<file path="src/rtl/booth_pkg.sv">
// Shared definitions for the Booth multiply-accumulate datapath: FSM states,
// default widths and the saturation limits of a signed accumulator.
package booth_pkg;

  localparam int PROD_W_DEF = 8;
  localparam int ACC_W_DEF  = 12;
  localparam int LEN_W_DEF  = 5;

  typedef enum logic [1:0] {
    IDLE  = 2'd0,
    ACCUM = 2'd1,
    HOLD  = 2'd2
  } state_t;

  function automatic int ACC_MAX(input int w);
    return (1 << (w - 1)) - 1;
  endfunction

  function automatic int ACC_MIN(input int w);
    return -(1 << (w - 1));
  endfunction

endpackage

</file>
<file path="src/rtl/booth_sat_add.sv">
// Combinational signed saturating adder: ACC_W accumulator plus PROD_W product,
// clamped to the accumulator range with an overflow flag.
module booth_sat_add
  import booth_pkg::*;
#(
  parameter int PROD_W = PROD_W_DEF,
  parameter int ACC_W  = ACC_W_DEF
) (
  input  logic [ACC_W-1:0]  i_acc,
  input  logic [PROD_W-1:0] i_prod,
  output logic [ACC_W-1:0]  o_sum,
  output logic              o_ovf
);

  localparam logic [ACC_W-1:0] LP_MAX = ACC_W'(ACC_MAX(ACC_W));
  localparam logic [ACC_W-1:0] LP_MIN = ACC_W'(ACC_MIN(ACC_W));

  logic [ACC_W:0] w_acc_ext;
  logic [ACC_W:0] w_prod_ext;
  logic [ACC_W:0] w_sum_wide;

  assign w_acc_ext  = {i_acc[ACC_W-1], i_acc};
  assign w_prod_ext = {{(ACC_W + 1 - PROD_W){i_prod[PROD_W-1]}}, i_prod};
  assign w_sum_wide = w_acc_ext + w_prod_ext;

  // One guard bit is enough: the two top bits disagree exactly when the
  // true sum leaves the ACC_W range, and the guard bit gives the direction.
  always_comb begin
    o_sum = w_sum_wide[ACC_W-1:0];
    o_ovf = 1'b0;
    if (w_sum_wide[ACC_W] != w_sum_wide[ACC_W-1]) begin
      o_ovf = 1'b1;
      o_sum = w_sum_wide[ACC_W] ? LP_MIN : LP_MAX;
    end
  end

endmodule

</file>
<file path="src/rtl/booth_product_accumulator.sv">
// Sums a programmable number of signed products into a saturating accumulator
// and presents each finished sum on a valid/ready result port.
module booth_product_accumulator
  import booth_pkg::*;
#(
  parameter int PROD_W = PROD_W_DEF,
  parameter int ACC_W  = ACC_W_DEF,
  parameter int LEN_W  = LEN_W_DEF
) (
  input  logic              i_clk,
  input  logic              i_rst_n,
  input  logic              i_clr,
  input  logic [LEN_W-1:0]  i_cfg_len,
  input  logic              i_prod_valid,
  output logic              o_prod_ready,
  input  logic [PROD_W-1:0] i_prod_data,
  output logic              o_acc_valid,
  input  logic              i_acc_ready,
  output logic [ACC_W-1:0]  o_acc_data,
  output logic              o_acc_sat
);

  state_t             r_state;
  state_t             w_state_next;
  logic [ACC_W-1:0]   r_acc;
  logic [ACC_W-1:0]   w_acc_next;
  logic               r_sat;
  logic               w_sat_next;
  logic [LEN_W-1:0]   r_remaining;
  logic [LEN_W-1:0]   w_remaining_next;

  logic [ACC_W-1:0]   w_sum;
  logic               w_ovf;
  logic [ACC_W-1:0]   w_first_acc;
  logic [LEN_W-1:0]   w_first_rem;
  logic               w_prod_hs;
  logic               w_start;

  booth_sat_add #(
    .PROD_W (PROD_W),
    .ACC_W  (ACC_W)
  ) u_sat_add (
    .i_acc  (r_acc),
    .i_prod (i_prod_data),
    .o_sum  (w_sum),
    .o_ovf  (w_ovf)
  );

  assign w_first_acc = {{(ACC_W - PROD_W){i_prod_data[PROD_W-1]}}, i_prod_data};
  // cfg_len==0 means 2^LEN_W products; the modular decrement yields 2^LEN_W-1.
  assign w_first_rem = i_cfg_len - LEN_W'(1);

  always_comb begin
    o_prod_ready = 1'b0;
    if (!i_clr) begin
      case (r_state)
        IDLE, ACCUM: o_prod_ready = 1'b1;
        HOLD:        o_prod_ready = i_acc_ready;
        default:     o_prod_ready = 1'b0;
      endcase
    end
  end

  assign o_acc_valid = (r_state == HOLD) && !i_clr;
  assign o_acc_data  = r_acc;
  assign o_acc_sat   = r_sat;

  assign w_prod_hs = i_prod_valid && o_prod_ready;
  // Outside ACCUM any accepted product opens a new sum (in HOLD it also
  // retires the pending result, since prod_ready there implies acc_ready).
  assign w_start   = w_prod_hs && (r_state != ACCUM);

  always_comb begin
    w_state_next     = r_state;
    w_acc_next       = r_acc;
    w_sat_next       = r_sat;
    w_remaining_next = r_remaining;

    case (r_state)
      IDLE: begin
        w_state_next = IDLE;
      end
      ACCUM: begin
        if (w_prod_hs) begin
          w_acc_next       = w_sum;
          w_sat_next       = r_sat | w_ovf;
          w_remaining_next = r_remaining - LEN_W'(1);
          if (r_remaining <= LEN_W'(1)) begin
            w_state_next = HOLD;
          end
        end
      end
      HOLD: begin
        if (i_acc_ready) begin
          w_state_next = IDLE;
        end
      end
      default: begin
        w_state_next = IDLE;
      end
    endcase

    if (w_start) begin
      w_acc_next       = w_first_acc;
      w_sat_next       = 1'b0;
      w_remaining_next = w_first_rem;
      w_state_next     = (w_first_rem == '0) ? HOLD : ACCUM;
    end

    if (i_clr) begin
      w_state_next     = IDLE;
      w_acc_next       = '0;
      w_sat_next       = 1'b0;
      w_remaining_next = '0;
    end
  end

  always_ff @(posedge i_clk or negedge i_rst_n) begin
    if (!i_rst_n) begin
      r_state     <= IDLE;
      r_acc       <= '0;
      r_sat       <= 1'b0;
      r_remaining <= '0;
    end else begin
      r_state     <= w_state_next;
      r_acc       <= w_acc_next;
      r_sat       <= w_sat_next;
      r_remaining <= w_remaining_next;
    end
  end

endmodule

</file>
<file path="config.mk">
export PLATFORM = sky130hd
export DESIGN_NAME = booth_product_accumulator
export DESIGN_NICKNAME = d
export VERILOG_FILES = /design/src/rtl/booth_pkg.sv /design/src/rtl/booth_sat_add.sv /design/src/rtl/booth_product_accumulator.sv
export SDC_FILE = /design/constraint.sdc
export NUM_CORES = 1
export LEC_CHECK = 0
export BUFFER_PORTS_ARGS = -buffer_cell sky130_fd_sc_hd__buf_2
export CORE_MARGIN = 5
export CORE_UTILIZATION = 58
export CTS_BUF_LIST = sky130_fd_sc_hd__clkbuf_8
export CTS_CLUSTER_DIAMETER = 100
export DETAILED_ROUTE_END_ITERATION = 10
export GPL_TIMING_DRIVEN = 0
export MAX_ROUTING_LAYER = met4
export PLACE_DENSITY_LB_ADDON = 0.25
export SLEW_MARGIN = 10
export SYNTH_ARGS = -nofsm -noshare
export SYNTH_HDL_FRONTEND = slang
export SYNTH_SLANG_ARGS = --single-unit
</file>
<file path="constraint.sdc">
create_clock -name i_clk -period 3.5 [get_ports i_clk]
set_clock_uncertainty 0.15 [all_clocks]
set_input_delay 1.05 -clock i_clk [delete_from_list [all_inputs] [get_ports i_clk]]
set_output_delay 1.05 -clock i_clk [all_outputs]
set_load 0.02 [all_outputs]
</file>
After elaboration in Yosys (flattened, before gate mapping)
Index checks and enable logic that the tools add are counted.

Register bits: 20. Bits of input ports: 18. Output and inout port bits: 15. Word-level logic and storage cells: 51.

$add $sub $neg: 3. Order comparisons: 1. Equality and inequality tests: 7. Muxes and demuxes: 24. Bitwise logic cells: 1. Reduce and logical (&&, ||, !) cells: 11.

Operators with widths (number): 2-to-1 mux 12 bit (6); 2-to-1 mux 5 bit (4); adder 12 x 8 -> 13 bit (1); 2-to-1 mux 2 bit (6); != test 4 bit (second input constant) (3); subtractor 5 x 1 -> 5 bit (second input constant) (2); 2-to-1 mux 1 bit (6); nonzero test 3 bit (2); less-or-equal comparator 5 x 1 -> 1 bit (second input constant) (1); zero test 5 bit (1); case mux 2 bit (2 select lines) (1); logical AND 1 bit (3); AND reduction 3 bit (1); == test 2 x 1 -> 1 bit (second input constant) (1); == test 2 bit (second input constant) (1); zero test 2 bit (1); != test 2 x 1 -> 1 bit (second input constant) (1); case mux 1 bit (2 select lines) (1); AND reduction 2 bit (1); OR reduction 2 bit (1); zero test 1 bit (1); != test 1 bit (1); bitwise OR 1 bit (1).

Depth between registers and ports, before layout
Depth in word-level cells: 9. Depth in mapped cells: 10. Gate-level depth less buffers: 9.

Hierarchy
A second synthesis with hierarchy kept.

Cell total of the unflattened synthesis: 206. Area total of the unflattened synthesis: 1945.6 µm².

Modules (own cells, without submodules): booth_product_accumulator (instances 1, cells an instance 126, area an instance 1270.0 µm², sequential area each 500.5 µm²); booth_sat_add (instances 1, cells an instance 80, area an instance 675.6 µm², sequential area each 0.0 µm²).

Worst setup path after synthesis
OpenSTA, ideal clock, no wires.

Path type: input-to-reg. Start: input i_prod_data[0]. End: register r_acc[7], in the netlist o_acc_data[7]. Library setup time: 129 ps. Data arrival time: 3013 ps. Required time: 3221 ps. Slack: 208 ps. Stages on the path: 10. Path buffers: 1. Path through: ha_1 -> fa_1 -> a211oi_1 -> o21ai_1 -> o2111ai_1 -> a21oi_2 -> or2_1 -> buf_4 -> a32oi_1 -> o31ai_1.

Word-level cells in the longest chain between the ends: 7. Elaborated cells on any way between the ends: 8. Classes of those cells: add/sub: 1; eq/ne: 1; mux: 6.

Ends and longest elaborated chain: start: declaration (RTL line booth_product_accumulator.sv:16) `input logic [PROD_W-1:0] i_prod_data,`; adder 12 x 8 -> 13 bit (*) (RTL line booth_sat_add.sv:24) `assign w_sum_wide = w_acc_ext + w_prod_ext;`; 2-to-1 mux 12 bit or != test 1 bit (tied branches) (RTL line booth_sat_add.sv:33, booth_sat_add.sv:31); 2-to-1 mux 12 bit (*) (RTL line booth_sat_add.sv:31) `if (w_sum_wide[ACC_W] != w_sum_wide[ACC_W-1]) begin`; 2-to-1 mux 12 bit (*) (RTL line booth_product_accumulator.sv:84) `if (w_prod_hs) begin`; 2-to-1 mux 12 bit (*) (RTL line booth_product_accumulator.sv:79) `case (r_state)`; 2-to-1 mux 12 bit (*) (RTL line booth_product_accumulator.sv:103) `if (w_start) begin`; 2-to-1 mux 12 bit (*) (RTL line booth_product_accumulator.sv:110) `if (i_clr) begin`; end signal: assignment (RTL line booth_product_accumulator.sv:126) `r_acc <= w_acc_next;`; end: declaration (RTL line booth_product_accumulator.sv:25) `logic [ACC_W-1:0] r_acc;`.

Every way passes the cells marked *; elsewhere a longest branch is shown, timed or not. The select of a mux whose other input is x is not followed. A chain may end at the register's enable or synchronous reset.

Worst setup path after layout
Start: input i_prod_data[0]. End: register r_acc[10], in the netlist o_acc_data[10].

The elaborated chain is that of the path after synthesis.

==> results.txt <==
----------------------------------------------------
[STA]
  Hold WS ... 0.330 ns
  Unrepaired setup endpoints after global routing ... no
  Final worst path period share ... a little over nine tenths
  Maximum frequency from static timing analysis ... 0.302 GHz
  Max-slew violations ... 0
  Relative max-transition margin ... 63.3%
  Final critical path time including I/O delays and setup ... 3.31 ns
  Sum of negative setup slack ... 0 ns
  Finish-stage setup viols ... 0
  Final hold violation count ... 0
  Slew at the pin closest to its max-slew limit ... 0.551 ns

[Power]
  Switching fraction of total power ... 42.7%
  Clock group share of total power ... 15.4%
  Power spent charging and discharging nets ... 430 µW
  Internal power ... 577 µW
  Peak ir drop on the vdd network ... between 0.2 and 0.25 mV
  Portion of total power attributed to sequential cells ... between 20 and 30%
  Power share of the combinational group ... 54.7%
  Power density normalized to cell area ... ~500 mW/mm²
  Leakage ... 0.955 nW

[Placement]
  Area after detailed placement ... 0.00194 mm²
  Quantity of I/O buffers inserted on ports ... 31
  Cell total after placement ... 271
  Detailed placer's ending HPWL ... 3080 µm
  Final Wtd Congestion ... 0.875

[Final layout]
  Final antenna diode count ... 0
  Post-Route Utilization ... approximately two thirds
  Ratio of cells with drive above 1 in the final layout ... 19.1%
  Number of cells in the finished layout apart from fillers ... ~270
  Final nets ... around 280
  Layout overhead on the synthesized area ... 14.0%
  Fin area ... 0.00199 mm²

[Yosys]
  Number of enable flip-flop cells after synthesis ... 0
  Cells after synthesis ... 207
  Leading register cell type out of synthesis ... sky130_fd_sc_hd__dfrtp_1
  Fraction of registers with async set/reset ... 100%
  Dominant cell type by area after synthesis ... sky130_fd_sc_hd__dfrtp_1
  Top cell type's share of synthesized area ... 28.6%
  Part of the Yosys area used for sequential elements ... 28.6%
  Average cell area after synthesis ... about 8.4 µm²
  Ranking of synthesized cells by area ... sky130_fd_sc_hd__dfrtp_1 (29%), sky130_fd_sc_hd__ha_1 (11%), sky130_fd_sc_hd__xnor2_1 (5.0%), sky130_fd_sc_hd__nand2_1 (4.9%), sky130_fd_sc_hd__a21oi_1 (3.7%)
  Yosys warning total ... 0
  Post-synthesis instance area ... about 0.0017 mm²
  Syn_nets ... 242
  Synth Register Bits ... 20
  Cell variety after synth ... 55

[Clocking]
  H-Tree Depth ... 1
  CTS tree ... done
  Setup bufs post-CTS ... 0
  Library cell used as clock root buffer ... sky130_fd_sc_hd__clkbuf_8
  Clock insertion delay at the later pin of the skew report ... 0.26 ns
  Number of buffers created by CTS ... 3
  Clock sinks ... 20
  Longest Clk Path Bufs ... 2
  Clock-pin slew of the registers on the worst-case setup and hold paths ... about 0.080 ns

[Floorplanning]
  Area of the core region ... slightly below 0.003 mm²
  Placement Rows ... 20
  Initial Utilization ... 58.7%
  Die Width ... 64.9 µm
  Boundary Pins ... 33
  Die area ... ~0.0042 mm²
  Die Y ... about 65 µm

[Routing]
  Post-detailed-route count of antenna-violating nets ... 0
  Violation count after the first detailed-routing iteration ... 63
  Vias per std cell ... between 5 and 6
  Drt total wl ... 3960 µm
  First-pass detailed-route iteration total ... 4
  Drc violations ... 0
  Avg WL per Cell ... roughly 14 µm
  Routed vias ... ~1600

[Worst setup path]
  Cell Chain, Critical Path ... buf_2 -> ha_1 -> fa_1 -> a211oi_1 -> o21ai_1 -> o2111ai_2 -> a21oi_2 -> or2_1 -> buf_4 -> o21ai_2 -> o21ai_1
  Kind of capture point of the worst setup path ... register
  Crit path required time ... 3.50 ns
  Delay of the slowest cell on the worst path ... 0.44 ns
  Cell with the biggest individual delay on the critical path ... sky130_fd_sc_hd__fa_1
  Type of the setup path with the least slack ... input pin to register
  Peak fanout along the critical path ... 7
  Cell repeated most along the worst path ... sky130_fd_sc_hd__o21ai_1
  Worst path arrival time ... about 3.3 ns
  Critical Path Start Type ... input pin

[Global route]
  Largest net degree at the start of global routing ... 21
  Initial antenna violation count ... 0
  Overflow after GRT ... 0
  First-pass GRT wire length ... 6890 µm
  Vias in the first global route ... about 1600
  Global-route usage over all layers ... a little over a fifth

[Outcome]
  Status ... finished, final reports clean

[Job]
  Count of max-cap constraint violations ... 0

[Worst hold path]
  Worst hold path type ... register to register

----------------------------------------------------
power groups by stage:
stage / Clock (mW) / Sequential, mW / Combinational (mW)
after CTS: 0.156 / 0.302 / 0.549
final: 0.155 / 0.301 / 0.550
after global routing: 0.169 / 0.308 / 0.614
after global placement: 0 / 0.305 / 0.539
after floorplan: 0 / 0.335 / 0.387
after detailed placement: 0 / 0.306 / 0.546
cells by family (layout without fill, tap and decap cells):
kind of cell / count (synthesis) / after routing / synth area share (%)
muxes: 2 / 2 / 1.15
xor gates and xnor gates: 11 / 11 / 5.51
and+or+nand+nor: 70 / 70 / 20.5
buffers and inverters: 14 / 48 / 3.65
DFF: 20 / 20 / 28.6
adders and majority gates: 18 / 18 / 13.2
AOI/OAI and AO/OA: 72 / 72 / 27.4
timing repair:
item                                    in CTS  in global routing
endpoints found under the setup margin       0                  9
endpoints found under the hold margin        0                  0
resized for setup                            0                  1
hold buffers                                 0                  0
worst paths after layout:
check,slack (ns),end,start,cells after the start
worst max register to register,0.69,o_acc_data[10]$_DFFE_PN0P_,o_acc_data[0]$_DFFE_PN0P_,10
worst min-delay path,0.33,o_acc_sat$_DFFE_PN0P_,o_acc_sat$_DFFE_PN0P_,1
min in group asynchronous,0.59,o_acc_data[6]$_DFFE_PN0P_,i_rst_n,1
max in group asynchronous,2.28,r_remaining[2]$_DFFE_PN0P_,i_rst_n,1
worst min register to register,0.33,o_acc_sat$_DFFE_PN0P_,o_acc_sat$_DFFE_PN0P_,1
worst max-delay path,0.19,o_acc_data[10]$_DFFE_PN0P_,i_prod_data[0],11
synthesized netlist by cell type (2+ instances only):
| cell type | number |
|---|---|
| sky130_fd_sc_hd__nand2_1 | 23 |
| sky130_fd_sc_hd__dfrtp_1 | 20 |
| sky130_fd_sc_hd__nor2_1 | 17 |
| sky130_fd_sc_hd__ha_1 | 16 |
| sky130_fd_sc_hd__a21oi_1 | 13 |
| sky130_fd_sc_hd__o21ai_0 | 12 |
| sky130_fd_sc_hd__o21ai_1 | 10 |
| sky130_fd_sc_hd__xnor2_1 | 10 |
| sky130_fd_sc_hd__clkbuf_1 | 6 |
| sky130_fd_sc_hd__inv_1 | 6 |
| sky130_fd_sc_hd__a21o_1 | 5 |
| sky130_fd_sc_hd__a21boi_1 | 4 |
| sky130_fd_sc_hd__a31oi_1 | 4 |
| sky130_fd_sc_hd__nand2b_1 | 4 |
| sky130_fd_sc_hd__nor3_1 | 4 |
| sky130_fd_sc_hd__and2_1 | 3 |
| sky130_fd_sc_hd__nand3_1 | 3 |
| sky130_fd_sc_hd__a22o_1 | 2 |
| sky130_fd_sc_hd__a32oi_1 | 2 |
| sky130_fd_sc_hd__mux2i_1 | 2 |
| sky130_fd_sc_hd__nor2b_1 | 2 |
| sky130_fd_sc_hd__nor3b_1 | 2 |
| sky130_fd_sc_hd__o2111ai_1 | 2 |
| sky130_fd_sc_hd__o22ai_1 | 2 |
| sky130_fd_sc_hd__o31ai_1 | 2 |
| sky130_fd_sc_hd__or3_1 | 2 |
layout by cell type, fill, tap and decap left out, drive strengths merged, types with 2 or more instances in the layout:
cell     instances
a21boi           5
nor3b            2
a21o             6
nand3            3
ha              16
nor2            18
and2             3
a21oi           14
inv              6
o22ai            2
buf             33
o211ai           2
o21ai           23
a31oi            4
clkbuf           9
nor2b            2
nor4b            2
dfrtp           20
o2111ai          2
a22o             2
nor3             4
nand2b           4
mux2i            2
a211oi           2
or3              2
nand2           23
xnor2           10
a32oi            2
o31ai            2
worst max-delay path: cells and delay by family:
kind / cells / cell delay (ns)
simple gates: 1 / 0.23
fa+ha+maj: 2 / 0.68
compound gates: 6 / 1.07
buf+inv: 2 / 0.27
stage by stage:
step	power (mW)	worst slack (ns)
after CTS	1.01	0.0858
after global routing	1.09	0.0189
after global placement	0.844	-0.188
after detailed placement	0.852	-0.186
final	1.01	0.188
after floorplan	0.722	0.208
cell type report:
type / instances / area, µm²
fillers: 263 / 986
flip-flops and latches: 20 / 500
well taps: 33 / 41.3
repair buffers: 31 / 155
plain buffers: 8 / 41.3
clock buffers: 3 / 41.3
multi-input cells: 173 / 1190
inverters: 6 / 22.5
layer usage:
layer / GRT usage [%] / share of wire [%] / up-vias
met5: - / 0 / -
met4: 3.96 / 0.48 / 0
met3: 2.95 / 6.9 / 2
met2: 36.0 / 47 / 45
met1: 26.8 / 45 / 742
li1: - / - / 832
state kept, by name, indices dropped and copies added (netlist names):
name         cells
o_acc_data      12
o_acc_sat        1
r_remaining      5
r_state          2
(Power assumes the default switching activity.)
